`config.mk`:
```
export PLATFORM = sky130hd
export DESIGN_NAME = mem_xfer_ctrl
export DESIGN_NICKNAME = d
export VERILOG_FILES = /design/src/rtl/mem_xfer_ctrl.sv
export SDC_FILE = /design/constraint.sdc
export NUM_CORES = 1
export LEC_CHECK = 0
export ABC_AREA = 1
export BUFFER_PORTS_ARGS = -buffer_cell sky130_fd_sc_hd__buf_2
export CAP_MARGIN = 20
export CORE_MARGIN = 2
export CORE_UTILIZATION = 52
export CTS_CLUSTER_SIZE = 12
export DETAILED_ROUTE_END_ITERATION = 16
export PLACE_DENSITY = 0.76
export SKIP_LAST_GASP = 1
export SYNTH_ARGS = -nofsm -noshare
export SYNTH_HDL_FRONTEND = slang
export SYNTH_SLANG_ARGS = --single-unit
```
`constraint.sdc`:
```
create_clock -name clk -period 1.3 [get_ports clk]
set_input_delay 0.13 -clock clk [delete_from_list [all_inputs] [get_ports clk]]
set_output_delay 0.13 -clock clk [all_outputs]
set_load 0.02 [all_outputs]
```
`src/rtl/mem_xfer_ctrl.sv`:
```
// MAR/MDR memory-transfer sequencer with strobe/ready handshake.
// Optional wait-state timeout: define MEM_XFER_TIMEOUT_EN.
module mem_xfer_ctrl #(
  parameter int WAIT_W   = 4,
  parameter int MAX_WAIT = 15
) (
  input  logic              clk,
  input  logic              clr,
  input  logic              req_rd,
  input  logic              req_wr,
  input  logic              mem_ready,
  output logic              MARin,
  output logic              MDRin,
  output logic              read,
  output logic              mem_rd,
  output logic              mem_wr,
  output logic              busy,
  output logic              done,
  output logic              err,
  output logic [WAIT_W-1:0] last_wait
);

  if (MAX_WAIT > (1 << WAIT_W) - 1) begin : g_bad_max_wait
    $error("MAX_WAIT does not fit in WAIT_W bits");
  end

  typedef enum logic [2:0] {
    IDLE,
    LOAD_MAR,
    LOAD_MDR,
    RD_WAIT,
    WR_WAIT,
    DONE,
    ERR
  } state_t;

  localparam logic [WAIT_W-1:0] CNT_MAX = '1;

  state_t            state;
  logic              op_wr;
  logic [WAIT_W-1:0] cnt;
  logic [WAIT_W-1:0] cnt_inc;
  logic              mdr_q;
  logic              tmo;

  assign cnt_inc = (cnt == CNT_MAX) ? cnt : cnt + 1'b1;

`ifdef MEM_XFER_TIMEOUT_EN
  logic err_q;
  assign tmo = (cnt == WAIT_W'(MAX_WAIT));
  assign err = err_q;
`else
  assign tmo = 1'b0;
  assign err = 1'b0;
`endif

  // Read capture is Mealy so MDR latches on the edge that sees ready.
  assign MDRin = mdr_q | ((state == RD_WAIT) & mem_ready);

  always_ff @(posedge clk or negedge clr) begin
    if (!clr) begin
      state     <= IDLE;
      op_wr     <= 1'b0;
      cnt       <= '0;
      last_wait <= '0;
      MARin     <= 1'b0;
      mdr_q     <= 1'b0;
      read      <= 1'b0;
      mem_rd    <= 1'b0;
      mem_wr    <= 1'b0;
      busy      <= 1'b0;
      done      <= 1'b0;
`ifdef MEM_XFER_TIMEOUT_EN
      err_q     <= 1'b0;
`endif
    end else begin
      MARin  <= 1'b0;
      mdr_q  <= 1'b0;
      read   <= 1'b0;
      mem_rd <= 1'b0;
      mem_wr <= 1'b0;
      busy   <= 1'b0;
      done   <= 1'b0;
`ifdef MEM_XFER_TIMEOUT_EN
      err_q  <= 1'b0;
`endif
      unique case (state)
        IDLE: begin
          if (req_rd || req_wr) begin
            state <= LOAD_MAR;
            op_wr <= ~req_rd;
            MARin <= 1'b1;
            busy  <= 1'b1;
          end
        end
        LOAD_MAR: begin
          busy <= 1'b1;
          if (op_wr) begin
            state <= LOAD_MDR;
            mdr_q <= 1'b1;
          end else begin
            state  <= RD_WAIT;
            mem_rd <= 1'b1;
            read   <= 1'b1;
          end
        end
        LOAD_MDR: begin
          state  <= WR_WAIT;
          mem_wr <= 1'b1;
          busy   <= 1'b1;
        end
        RD_WAIT, WR_WAIT: begin
          if (mem_ready) begin
            state <= DONE;
            done  <= 1'b1;
          end else if (tmo) begin
            state <= ERR;
`ifdef MEM_XFER_TIMEOUT_EN
            err_q <= 1'b1;
`endif
          end else begin
            cnt    <= cnt_inc;
            busy   <= 1'b1;
            mem_rd <= (state == RD_WAIT);
            read   <= (state == RD_WAIT);
            mem_wr <= (state == WR_WAIT);
          end
        end
        DONE, ERR: begin
          state     <= IDLE;
          last_wait <= cnt;
          cnt       <= '0;
        end
        default: state <= IDLE;
      endcase
    end
  end

endmodule

```
[Yosys cells after proc, flatten, opt, wreduce, memory -nomap -nowiden]
Index checks and enable logic that the tools add are counted.
W data, S select, Z words.
Storage, ports and cells
  register bits after elaboration: 18
  output and inout bits: 12
  logic and storage cells: 54
  input port bits: 5
Cells by class
  reduce and logical (&&, ||, !) cells: 9
  eq/ne operators: 11
  $add $sub $neg: 1
  bitwise operators: 3
  muxes and demuxes: 20
Operators with widths (number)
  $pmux W3 S4: 1
  $mux W1: 11
  $eq A3 B3 Y1 const B: 3
  $mux W4: 2
  $ne A2 B2 Y1 const B: 4
  $pmux W4 S2: 1
  $eq A3 B2 Y1 const B: 2
  $mux W3: 2
  $reduce_or A2 Y1: 3
  $add A4 B1 Y4 const B: 1
  $eq A4 B4 Y1 const B: 1
  $pmux W1 S2: 2
  $reduce_and A2 Y1: 2
  $eq A3 B1 Y1 const B: 1
  $logic_not A3 Y1: 1
  $pmux W1 S3: 1
  $reduce_and A3 Y1: 1
  $reduce_bool A2 Y1: 1
  $and A1 B1 Y1: 1
  $logic_or A1 B1 Y1: 1
  $not A1 Y1: 1
  $or A1 B1 Y1: 1

[Logic depth before layout (Yosys ltp)]
  depth in word-level cells: 4
  mapped depth: 8
  gate-level depth less buffers: 8

[Worst setup path after synthesis]
OpenSTA, ideal clock, no wires.
  path kind: flip-flop to flip-flop
  start point: register cnt[0]
  end point: register cnt[2]
  stages on the path, launching flop included: 8
  setup slack: 0.153 ns
  clock period less this slack: 1.147 ns
  setup time: 0.117 ns
  data arrival time: 1.031 ns
  data required time: 1.183 ns
  path buffers: 0
  path through: dfrtp_1 -> ha_1 -> nand3_1 -> nand3_1 -> nand2_4 -> nand2_4 -> nand2_1 -> nand2_1
On the way
  longest elaborated chain between the ends: 4
  elaborated cells on any way between the ends: 7
  classes of those cells: add/sub (1); eq/ne (2); mux (3); reduce/logical (1)
RTL lines
  start, declared: RTL line 41  | logic [WAIT_W-1:0] cnt;
  start signal, assigned: RTL line 122  | cnt <= cnt_inc;
  $add A4 B1 Y4: RTL line 46  | assign cnt_inc = (cnt == CNT_MAX) ? cnt : cnt + 1'b1;
  $mux W4: RTL line 46
  $mux W4: RTL line 113  | if (mem_ready) begin
  $pmux W4 S2: RTL line 87  | unique case (state)
Several ways; a longest one is shown, not always the timed one. The select of a mux whose other input is x is not followed.
A chain may end at the register's enable or synchronous reset.

[Worst setup path after layout]
  start point: register state[0]
  end point: output MDRin
On the way
  longest elaborated chain between the ends: 3
RTL lines
  start, declared: RTL line 39  | state_t state;
  start signal, assigned: RTL line 62  | state <= IDLE;
  start signal, assigned: RTL line 90  | state <= LOAD_MAR;
  start signal, assigned: RTL line 99  | state <= LOAD_MDR;
  $eq A3 B2 Y1: RTL line 58  | assign MDRin = mdr_q | ((state == RD_WAIT) & mem_ready);
  $and A1 B1 Y1: RTL line 58
  $or A1 B1 Y1: RTL line 58
  end, declared: RTL line 13  | output logic MDRin,
Every way passes these cells.

==> flow_summary.yaml <==
synthesis:
  ys_top_cells_by_count: "33 x nand2_1, 18 x dfrtp_1, 11 x nand3_1"
  yosysSeqAreaShare_pct: 50.3
  synth_area_leaders: "dfrtp_1 50%, nand2_1 14%, nand2_4 6.3%"
  ys_warn_count: 0
  avgSynthCellArea_um2: 8.53
  synth-edff-count: 0
  syn-cell-area_um2: 896
  synth_top_area_cell: "dfrtp_1"
  async_flop_share_pct: 100
  synth.distinct_cells: 20
  synth-seq-cells: 18
  synth_ff_type: "dfrtp_1"
  synth_top_area_share_pct: 50.3
  synth_cells: 105
  syn-num-nets: 111
  yosysMostFrequentCell: "nand2_1"
worst_setup_path:
  slowest_delay_ns: 0.38
  startpoint_type: "flop"
  crit_chain: "nand2_2 > inv_4 > nand2_4 > o21bai_1 > buf_4"
  cp_max_fo: 2
  crit_slowest_cell: "dfrtp_1"
  crit_type: "reg2out"
  worstSetupEndpointType: "primary output"
  ff2ff_path_depth: 9
  required_ns: 1.17
  critPathArrivalTime_ns: 1.18
place:
  io_buffers: 15
  dp_slack_ns: 0.0836
  dp_hpwl_mm: 1.24
  gp_congestion: 0.850
grt:
  first_global_vias: 663
  grt_start_max_net_pins: 19
  grt_usage_pct: 21.1
  antenna_found_initial: 0
  grt_overflow: 0
  grt_pass1_wl_mm: 3.01
power:
  clock_power_share_pct: 11.2
  comb_power_share_pct: 58.5
  seqPwrFrac_pct: 30.3
  power_switching_mw: 1.44
  p_leak_nw: 0.651
  p_per_area_nw_per_um2: 2710
  power_mw: 3.10
  p_int_mw: 1.66
  irDropWorstVdd_mv: 1.63
  switching_share_pct: 46.4
routing:
  ant_nets: 0
  first_pass_iters: 4
  drt-initial-drc-count: 22
  avgViaCountPerCell: 5.22
  routedWlPerCell_um: 13.8
  wl_mm: 2.06
  drcViolationCount: 0
  vias: 778
cts:
  cts.sinks: 18
  clkLatencyLatePin_ns: 0.30
  root_buffer: "clkbuf_4"
  clockBufferDepth: 2
  clk_pin_slew_ns: 0.10
  htree_levels: 1
  cts_tree: "built"
  cts_buffers: 3
finish:
  post-route-util_pct: 73.3
  area_growth_pct: 27.5
  diodes: 0
  top_regs: "cnt: 4 flops, last_wait: 4 flops, state: 3 flops"
  final_nets: 140
  drive_above_1_share_pct: 42.1
timing:
  setup_viol: 2
  final.period_utilization_pct: 101
  skew_ns: 0.00521
  slew_violations: 0
  fmax_mhz: 761
  hold_viol: 0
  layout_min_cycle_time_ns: 1.31
  finalSetupTns_ns: -0.0169
  rsz0062_at_grt: "true"
  worst_slack_ns: -0.0143
die:
  chipWidth_um: 45.5
  start_util_pct: 57.5
  chipHeight_um: 45.5
  core_um2: 1560
  dieArea_um2: 2070
  io_pins: 17
  row_count: 14
run_status:
  status: "complete, but fails checks"
  failed_checks: "negative setup slack"
min_path:
  hp-class: "in2reg"
  holdPathStages: 2
job:
  maxCapViolations: 0
## cells in the final DEF (no fill, tap or decap), types with 2 or more instances in the layout
master,count
buf_4,12
nor2_1,6
nand2_4,6
clkbuf_4,3
nor2_2,2
nand2_2,8
o21ai_0,4
inv_1,6
inv_4,2
buf_2,14
nand3_1,10
dfrtp_1,17
inv_2,3
nand2_1,27
## per-layer routing
metal  part of all wire (%)  global-route usage [%]
met3                    6.5                    5.56
met4                    2.6                    11.8
met1                     45                    29.2
met2                     46                    29.9
met5                      0                       0
## timing repair
action | CTS | global route
buffers inserted | 5 | 5
endpoints found under the setup margin | 1 | 8
hold buffers | 1 | 0
hold endpoints to repair | 18 | 0
resized for setup | 2 | 16
pin swaps | 1 | 6
## layout make-up
type                       instances  area [um2]
sequential                        18         452
clock buffer                       4        36.3
multi-input combinational         73         418
fill                             121         417
inverter                          11        46.3
timing repair buffer              27         170
tap                               16        20.0
## power by group through the flow
stage / clock (mW) / sequential [mW] / combinational, mW
after CTS: 0.351 / 0.933 / 1.54
after global placement: 0 / 0.970 / 1.32
after floorplan: 0 / 1.08 / 0.946
final: 0.347 / 0.938 / 1.81
after detailed placement: 0 / 0.982 / 1.37
after global routing: 0.378 / 0.961 / 1.99
## metrics by stage
step                area [um2]  hold WS, ns  instances
detailed placement         972       0.0808        134
floorplan                  896       -0.166        105
finish                    1140       0.0457        149
global placement           972       0.0726        134
global route              1140       0.0567        149
CTS                       1060       0.0337        144
## worst paths after layout
path                                    from      endpoint  slack (ns)
worst max-delay path                state[0]         MDRin       -0.01
worst min-delay path                  req_rd         op_wr        0.05
worst max register to register      state[0]        cnt[0]           0
worst min register to register  last_wait[1]  last_wait[1]        0.48
max in group asynchronous                clr      state[2]        0.72
min in group asynchronous                clr  last_wait[2]        0.28
## cell families after synthesis
logic type	after synthesis	synth area share [%]
simple gates	64	35.6
flops	18	50.3
buf+inv	14	7.68
compound gates	6	3.63
xor+xnor	1	0.978
fa+ha+maj	1	1.40
other cells	1	0.419
## critical path: cells and delay by family (launching register included)
family                 cells  cell delay, ns
AO/OA/AOI/OAI              1            0.14
flip-flops                 1            0.38
AND/OR/NAND/NOR            2            0.14
buffers and inverters      2            0.23
No activity file was read; power rests on OpenSTA's default activity.
